--- src/rtl/sweep_pkg.sv ---
// Shared definitions for the truth-table sweeper: FSM encoding, defaults, clog2 helper.
// Latency: n/a (constants and a constant function only).
// Backpressure: n/a.
package sweep_pkg;

  // FSM state encoding
  localparam logic [1:0] ST_IDLE  = 2'd0;
  localparam logic [1:0] ST_DRIVE = 2'd1;
  localparam logic [1:0] ST_DONE  = 2'd2;

  // Default sweep shape: 2-input blocks, 20 clocks of settle per vector
  localparam int DEF_N_IN        = 2;
  localparam int DEF_HOLD_CYCLES = 20;

  // Ceiling log2; returns 0 for values of 0 or 1
  function automatic int clog2(input int value);
    int r;
    int v;
    r = 0;
    v = value - 1;
    while (v > 0) begin
      r = r + 1;
      v = v >> 1;
    end
    return r;
  endfunction

endpackage

--- src/rtl/hold_timer.sv ---
// Hold-window timer: counts enabled clocks and flags the last clock of each window.
// Latency: tc is combinational from the registered count, high on clock HOLD_CYCLES of a window.
// Backpressure: none; clear has priority and parks the counter at zero while disabled.
module hold_timer import sweep_pkg::*; #(
  parameter int HOLD_CYCLES = DEF_HOLD_CYCLES
) (
  input  logic clk,
  input  logic rst_n,
  input  logic clear,
  input  logic en,
  output logic tc
);

  // At least one bit so HOLD_CYCLES=1 still has a legal (always-zero) counter
  localparam int HW = (clog2(HOLD_CYCLES) < 1) ? 1 : clog2(HOLD_CYCLES);
  localparam logic [HW-1:0] LAST = HW'(HOLD_CYCLES - 1);

  logic [HW-1:0] hold;

  assign tc = en && (hold == LAST);

  // Count enabled clocks, restarting after the terminal count or on clear
  always_ff @(posedge clk or negedge rst_n) begin
    if (!rst_n) begin
      hold <= '0;
    end else if (clear || tc) begin
      hold <= '0;
    end else if (en) begin
      hold <= hold + HW'(1);
    end
  end

endmodule

--- src/rtl/truth_table_sweeper.sv ---
// Steps count through every N_IN-bit vector, holds each HOLD_CYCLES clocks and packs sampled f into result.
// Latency: done is high in the cycle after edge 2**N_IN*HOLD_CYCLES counted from the edge that took start.
// Backpressure: none; start is only honoured in IDLE, abort cancels a running sweep on the next edge.
module truth_table_sweeper import sweep_pkg::*; #(
  parameter int N_IN        = DEF_N_IN,
  parameter int HOLD_CYCLES = DEF_HOLD_CYCLES
) (
  input  logic                 clk,
  input  logic                 rst_n,
  input  logic                 start,
  input  logic                 abort,
  input  logic                 f,
  output logic [N_IN-1:0]      count,
  output logic                 busy,
  output logic                 done,
  output logic [(2**N_IN)-1:0] result,
  output logic                 valid
);

  localparam logic [N_IN-1:0] LAST_VEC = '1;

  logic [1:0] state;
  logic       tmr_en;
  logic       tmr_tc;

  // The timer only runs while a sweep is live; an abort cycle also clears it
  assign tmr_en = (state == ST_DRIVE) && !abort;

  hold_timer #(
    .HOLD_CYCLES (HOLD_CYCLES)
  ) u_hold (
    .clk   (clk),
    .rst_n (rst_n),
    .clear (!tmr_en),
    .en    (tmr_en),
    .tc    (tmr_tc)
  );

  // Sweep FSM with registered count, status and result outputs
  always_ff @(posedge clk or negedge rst_n) begin
    if (!rst_n) begin
      state  <= ST_IDLE;
      count  <= '0;
      busy   <= 1'b0;
      done   <= 1'b0;
      result <= '0;
      valid  <= 1'b0;
    end else begin
      case (state)
        ST_IDLE: begin
          count <= '0;
          busy  <= 1'b0;
          done  <= 1'b0;
          // abort beats a simultaneous start
          if (start && !abort) begin
            state  <= ST_DRIVE;
            busy   <= 1'b1;
            result <= '0;
            valid  <= 1'b0;
          end
        end
        ST_DRIVE: begin
          if (abort) begin
            // partial result bits are left as they are
            state <= ST_IDLE;
            count <= '0;
            busy  <= 1'b0;
            valid <= 1'b0;
          end else if (tmr_tc) begin
            result[count] <= f;
            if (count == LAST_VEC) begin
              // count stays on the last vector through DONE
              state <= ST_DONE;
              busy  <= 1'b0;
              done  <= 1'b1;
              valid <= 1'b1;
            end else begin
              count <= count + N_IN'(1);
            end
          end
        end
        ST_DONE: begin
          // single-cycle pulse; start and abort are ignored here
          state <= ST_IDLE;
          done  <= 1'b0;
          count <= '0;
        end
        default: begin
          state <= ST_IDLE;
          count <= '0;
          busy  <= 1'b0;
          done  <= 1'b0;
        end
      endcase
    end
  end

endmodule

--- config.mk ---
export PLATFORM = sky130hd
export DESIGN_NAME = truth_table_sweeper
export DESIGN_NICKNAME = d
export VERILOG_FILES = /design/src/rtl/sweep_pkg.sv /design/src/rtl/hold_timer.sv /design/src/rtl/truth_table_sweeper.sv
export SDC_FILE = /design/constraint.sdc
export NUM_CORES = 1
export LEC_CHECK = 0
export ABC_AREA = 1
export ABC_CLOCK_PERIOD_IN_PS = 1380
export CAP_MARGIN = 20
export CELL_PAD_IN_SITES_DETAIL_PLACEMENT = 0
export CELL_PAD_IN_SITES_GLOBAL_PLACEMENT = 1
export CORE_ASPECT_RATIO = 1.25
export CORE_MARGIN = 5
export CORE_UTILIZATION = 35
export DETAILED_ROUTE_END_ITERATION = 10
export HOLD_SLACK_MARGIN = 0.02
export PLACE_DENSITY_LB_ADDON = 0.1
export SETUP_SLACK_MARGIN = 0.1
export SYNTH_ARGS = -nofsm -noshare
export SYNTH_HDL_FRONTEND = slang
export SYNTH_SLANG_ARGS = --single-unit
export TNS_END_PERCENT = 1
--- constraint.sdc ---
create_clock -name clk -period 1.38 [get_ports clk]
set_input_delay 0.345 -clock clk [delete_from_list [all_inputs] [get_ports clk]]
set_output_delay 0.345 -clock clk [all_outputs]
set_load 0.01 [all_outputs]
======== Yosys cells after proc, flatten, opt, wreduce, memory -nomap -nowiden ========
Index checks and enable logic that the tools add are counted.
storage, ports and cells
  register bits ........................... 16
  latch bits .............................. 0
  RAM bits ................................ 0
  bits in read-only memories .............. 0
  bits of input ports ..................... 5
  output and inout port bits .............. 9
  logic and storage cells ................. 69
  memories kept ........................... 0
operators by class
  add/sub/neg operators ................... 2
  $mul .................................... 0
  divide/modulo/power cells ............... 0
  order comparisons ....................... 2
  equality and inequality tests ........... 11
  shift operators ......................... 0
  muxes and demuxes ....................... 30
  bitwise logic cells ..................... 1
  reductions and logical operators ........ 16
operator list
  kind                                                                      count
  2-bit two-way mux                                                         8
  4-bit two-way mux                                                         3
  1-bit two-way mux                                                         11
  5-bit two-way mux                                                         2
  3-bit AND reduction                                                       3
  4-bit case mux with 2 select lines                                        1
  4-bit AND reduction                                                       2
  3-bit by 2-bit inequality test with 1-bit output (second input constant)  2
  5-bit by 1-bit adder with 5-bit output (second input constant)            1
  5-bit == test (second input constant)                                     1
  4-bit bitwise mux                                                         1
  2-bit == test (second input constant)                                     2
  1-bit logical AND                                                         4
  2-bit by 1-bit inequality test with 1-bit output (second input constant)  2
  2-bit inequality test (second input constant)                             2
  2-bit case mux with 2 select lines                                        1
  2-bit nonzero test                                                        2
  2-bit by 3-bit < comparator with 1-bit output (second input constant)     1
  3-bit inequality test (second input constant)                             1
  1-bit case mux with 3 select lines                                        1
  2-bit by 1-bit adder with 2-bit output (second input constant)            1
  1-bit demux with 2-bit select                                             1
  2-bit by 1-bit == test with 1-bit output (second input constant)          1
  2-bit by 1-bit >= comparator with 1-bit output (second input constant)    1
  6 further kinds                                                           7

======== Depth between registers and ports, before layout ========
Gate-level depths: netlist (run 1).
  word-level depth ........................ 8
  depth in mapped cells ................... 8
  mapped depth without buffers ............ 8

======== By module ========
Synthesis (run 1) repeated with hierarchy kept, for this count alone.
second synthesis, totals
  cells, all modules ...................... 117
  area total of the unflattened synthesis .. 942.2 µm²
modules (own cells, without submodules)
  module               times used  cells an instance  area each (µm²)  seq. area each (µm²)
  truth_table_sweeper  1           81                 663.1            275.3
  hold_timer           1           36                 279.0            125.1

======== Worst setup path after synthesis (run 1) ========
OpenSTA, ideal clock, no wires.
  kind .................................... register to register
  from .................................... register u_hold.hold[0]
  to ...................................... register result[0]
  setup time .............................. 117 ps
  arrival ................................. 1071 ps
  data required time ...................... 1263 ps
  setup slack ............................. 193 ps
  stages on the path, launching flop included .. 9
  path buffers ............................ 0
  period minus slack after synthesis ...... 1187 ps
  cells stage by stage .................... dfrtp_1 > ha_1 > nand2_1 > nor2_1 > nand2_2 > nand2_2 > nand2_1 > nand2_1 > nand2_1
on the way
  cells in the longest elaborated chain, start to end .. 4
ends and longest elaborated chain
  item                                                        line                       source
  from (decl)                                                 hold_timer.sv:18           logic [HW-1:0] hold;
  from (signal assigned)                                      hold_timer.sv:29           hold <= hold + HW'(1);
  5-bit == test                                               hold_timer.sv:20           assign tc = en && (hold == LAST);
  1-bit logical AND                                           hold_timer.sv:20
  2-bit by 1-bit inequality test with 1-bit output (no line)  --
  4-bit AND reduction (no line)                               --
  to (signal assigned)                                        truth_table_sweeper.sv:46  result <= '0;
  to (signal assigned)                                        truth_table_sweeper.sv:58  result <= '0;
  to (signal, indexed assignment)                             truth_table_sweeper.sv:70  result[count] <= f;
  to (decl)                                                   truth_table_sweeper.sv:16  output logic [(2**N_IN)-1:0] result,
Every way passes these cells.
A chain may end at the register's enable or synchronous reset.

======== Worst setup path in the final report (run 1) ========
  from .................................... register busy
  to ...................................... output port busy
RTL lines
  item                    line                       source
  from (decl)             truth_table_sweeper.sv:14  output logic busy,
  from (signal assigned)  truth_table_sweeper.sv:44  busy <= 1'b0;
  from (signal assigned)  truth_table_sweeper.sv:52  busy <= 1'b0;
  from (signal assigned)  truth_table_sweeper.sv:57  busy <= 1'b1;
No word-level cell between the ends.

==> run metrics, run 1 <==
Power Dens Cells 1100 nW/um^2; RSZ-0062 raised after global routing yes; synth top area cells dfrtp_1 47%, nand2_1 13%, ha_1 7.4%, nand3_1 5.9%, inv_1 5.7%; H-tree levels 1; largest net degree at the start of global routing 17; Core Box Area 2377 sq um; gr ovfl total 0; DR WL/cell 9.899 microns; largest area contributor in the netlist dfrtp_1; Post-Synthesis Cells 101; r2r setup slk 0.18 ns; Crit path required time 1.03 ns; layout cells sized above 1 0.2222; Max-Cap Viols 0; slowest cell on the critical path dfrtp_1; die width 54.10 microns; GR Util All Layers 0.1132; CP arrival 0.94 ns; antenna cells 0; Bufs on Longest Clock Path 2; sequential-to-total area share from yosys stat 0.4706; met3 Use GR 0.02268; fin worst setup slack 0.09415 ns; GRT busiest layer met2; Routed WL 1574 microns; Die Y 65.13 microns; Tcrit/Tclk final 0.9318; Ys Warns 0; count leader, synth nand2_1; commonest cells in the netlist 30 x nand2_1, 16 x dfrtp_1, 13 x inv_1; VDD IR max 0.6396 mV; Worst Path Max Fanout 2; LEAKAGE 0.5809 nW; worst skew pair latency 0.29 ns; DP HPWL 1187 microns; CP delay by family, top flip-flops; Max Slew Vio Count 0; DR pass1 iterations 3; Crit. End Element output pin; Net Count, Synth 111; top-area cell type share of the netlist area 0.4706; Crit Path Category reg -> out; ys async rst share 1.000; CP bufs+invs 1; Syn Area/Cell 8.424 sq um; #FFs+latches synth 16; Setup Slack @ Placement -0.1436 ns; Final ANT Viol Nets 0; Root Driver clkbuf_4; via count 675; CTS Sinks 16; Tightest Pin Transition 0.2114 ns; RePlAce Congestion 0.7198; first-pass GRT wire length 2939 microns; NumNets Final 137; Final setup viols 0; skew final 0.007185 ns; CTS Buf Count 3; Area growth syn-to-layout 33.68%; GRT met2 Usage 0.1727; fmax 777.7 MHz; IO Pins 14; Core Rows 20; outcome completed; Iter 0 DRT Violations 12; die area 3523 sq um; total power 1.251 mW; CTS Hold Bufs 0; number of remaining DRC errors 0; multi-input logic area 422.9 sq um; vias in the first global route 693; commonest register cell after synthesis dfrtp_1; Via-to-Cell Ratio 4.245; area of the mapped netlist 850.8 sq um; PortBufs 13; Critical Path Source Type flip-flop; endpoints failing hold 0; starting density of the core 0.3579; Relative slew margins 0.8586; chain of cells forming the critical path dlygate4sd2_1; Worst Hold Class in -> async; Distinct cells, synth 16; initial antenna violation count 0; register area 400.4 sq um; post-layout minimum cycle time 1.286 ns; Post-synth EDFFs 0; CTS clk-pin slew, worst paths 0.10 ns; filler cell count 238; Critical Path Max Stage Delay 0.38 ns; GR Layer Usage met1 0.1490; TritonCTS clock tree done
-- kinds of logic (layout without fill, tap and decap cells) --
kind of cell	count (synthesis)	in the layout	synth area share
compound gates	3	3	0.01764
simple gates	61	61	0.3559
buf+inv	14	39	0.06176
flops	16	16	0.4706
xor+xnor	2	2	0.02059
fa+ha+maj	5	5	0.07353
-- metal layers --
layer | share of wire | vias to the layer above | wire, microns
met3 | 0.032 | 2 | 51
met4 | 0.0095 | 0 | 15
met2 | 0.48 | 9 | 749
met5 | 0 | - | 0
li1 | - | 364 | -
met1 | 0.48 | 300 | 757
-- state kept, by name (all words and copies together), names as in the netlist --
register	count
busy	1
count	2
done	1
result	4
state	2
u_hold.hold	5
valid	1
-- layout by cell type, fill, tap and decap left out, types with 3 or more instances in the layout --
cell type	count
nor2_1	6
clkbuf_4	3
nand3_1	10
clkdlybuf4s50_1	4
clkdlybuf4s15_1	7
ha_1	4
nand2_2	3
inv_1	13
dfrtp_1	16
nand2_1	30
buf_4	8
-- power by group --
part	internal [mW]	switching [mW]
Combinational	0.169	0.221
Sequential	0.519	0.0341
Clock	0.161	0.146
Total	0.849	0.402
-- path summary, 6_finish.rpt --
check	start	to	cells after the start
setup / recovery	busy	busy	1
hold / removal	rst_n	result[2]	2
setup reg to reg	count[0]	busy	7
hold reg to reg	busy	busy	2
max in group asynchronous	rst_n	state[1]	2
min in group clk	busy	busy	2
-- through the flow --
stage / hold WS (ns) / cells / utilization / TNS (ns) / cell area (sq um)
floorplan: 0.04941 / 101 / - / 0 / 850.8
global route: 0.3804 / 159 / 0.4784 / 0 / 1137
global placement: 0.4480 / 152 / 0.4458 / -0.9464 / 1060
CTS: 0.3669 / 158 / 0.4637 / 0 / 1102
detailed placement: 0.4620 / 152 / 0.4458 / -1.004 / 1060
finish: 0.3700 / 159 / 0.4784 / 0 / 1137
-- final cells by class --
cell class,count,share of cell area
multi-input combinational,71,0.3718
sequential,16,0.3520
timing repair buffer,21,0.1617
inverter,14,0.04620
tap,33,0.03630
clock buffer,4,0.03190
-- timing repair --
item | in CTS | in global routing
gates resized for setup | 11 | 12
setup buffers | 2 | 1
setup endpoints to repair | 13 | 16
hold endpoints to repair | 0 | 0
pin swaps | 0 | 2
No activity file was read; power rests on OpenSTA's default activity.
==> inputs of run 2 (changes only) <==
- CTS_CLUSTER_DIAMETER: not set -> 150
==> results of run 2 <==
Final layout, timing and power as in run 1 (identical DEF).
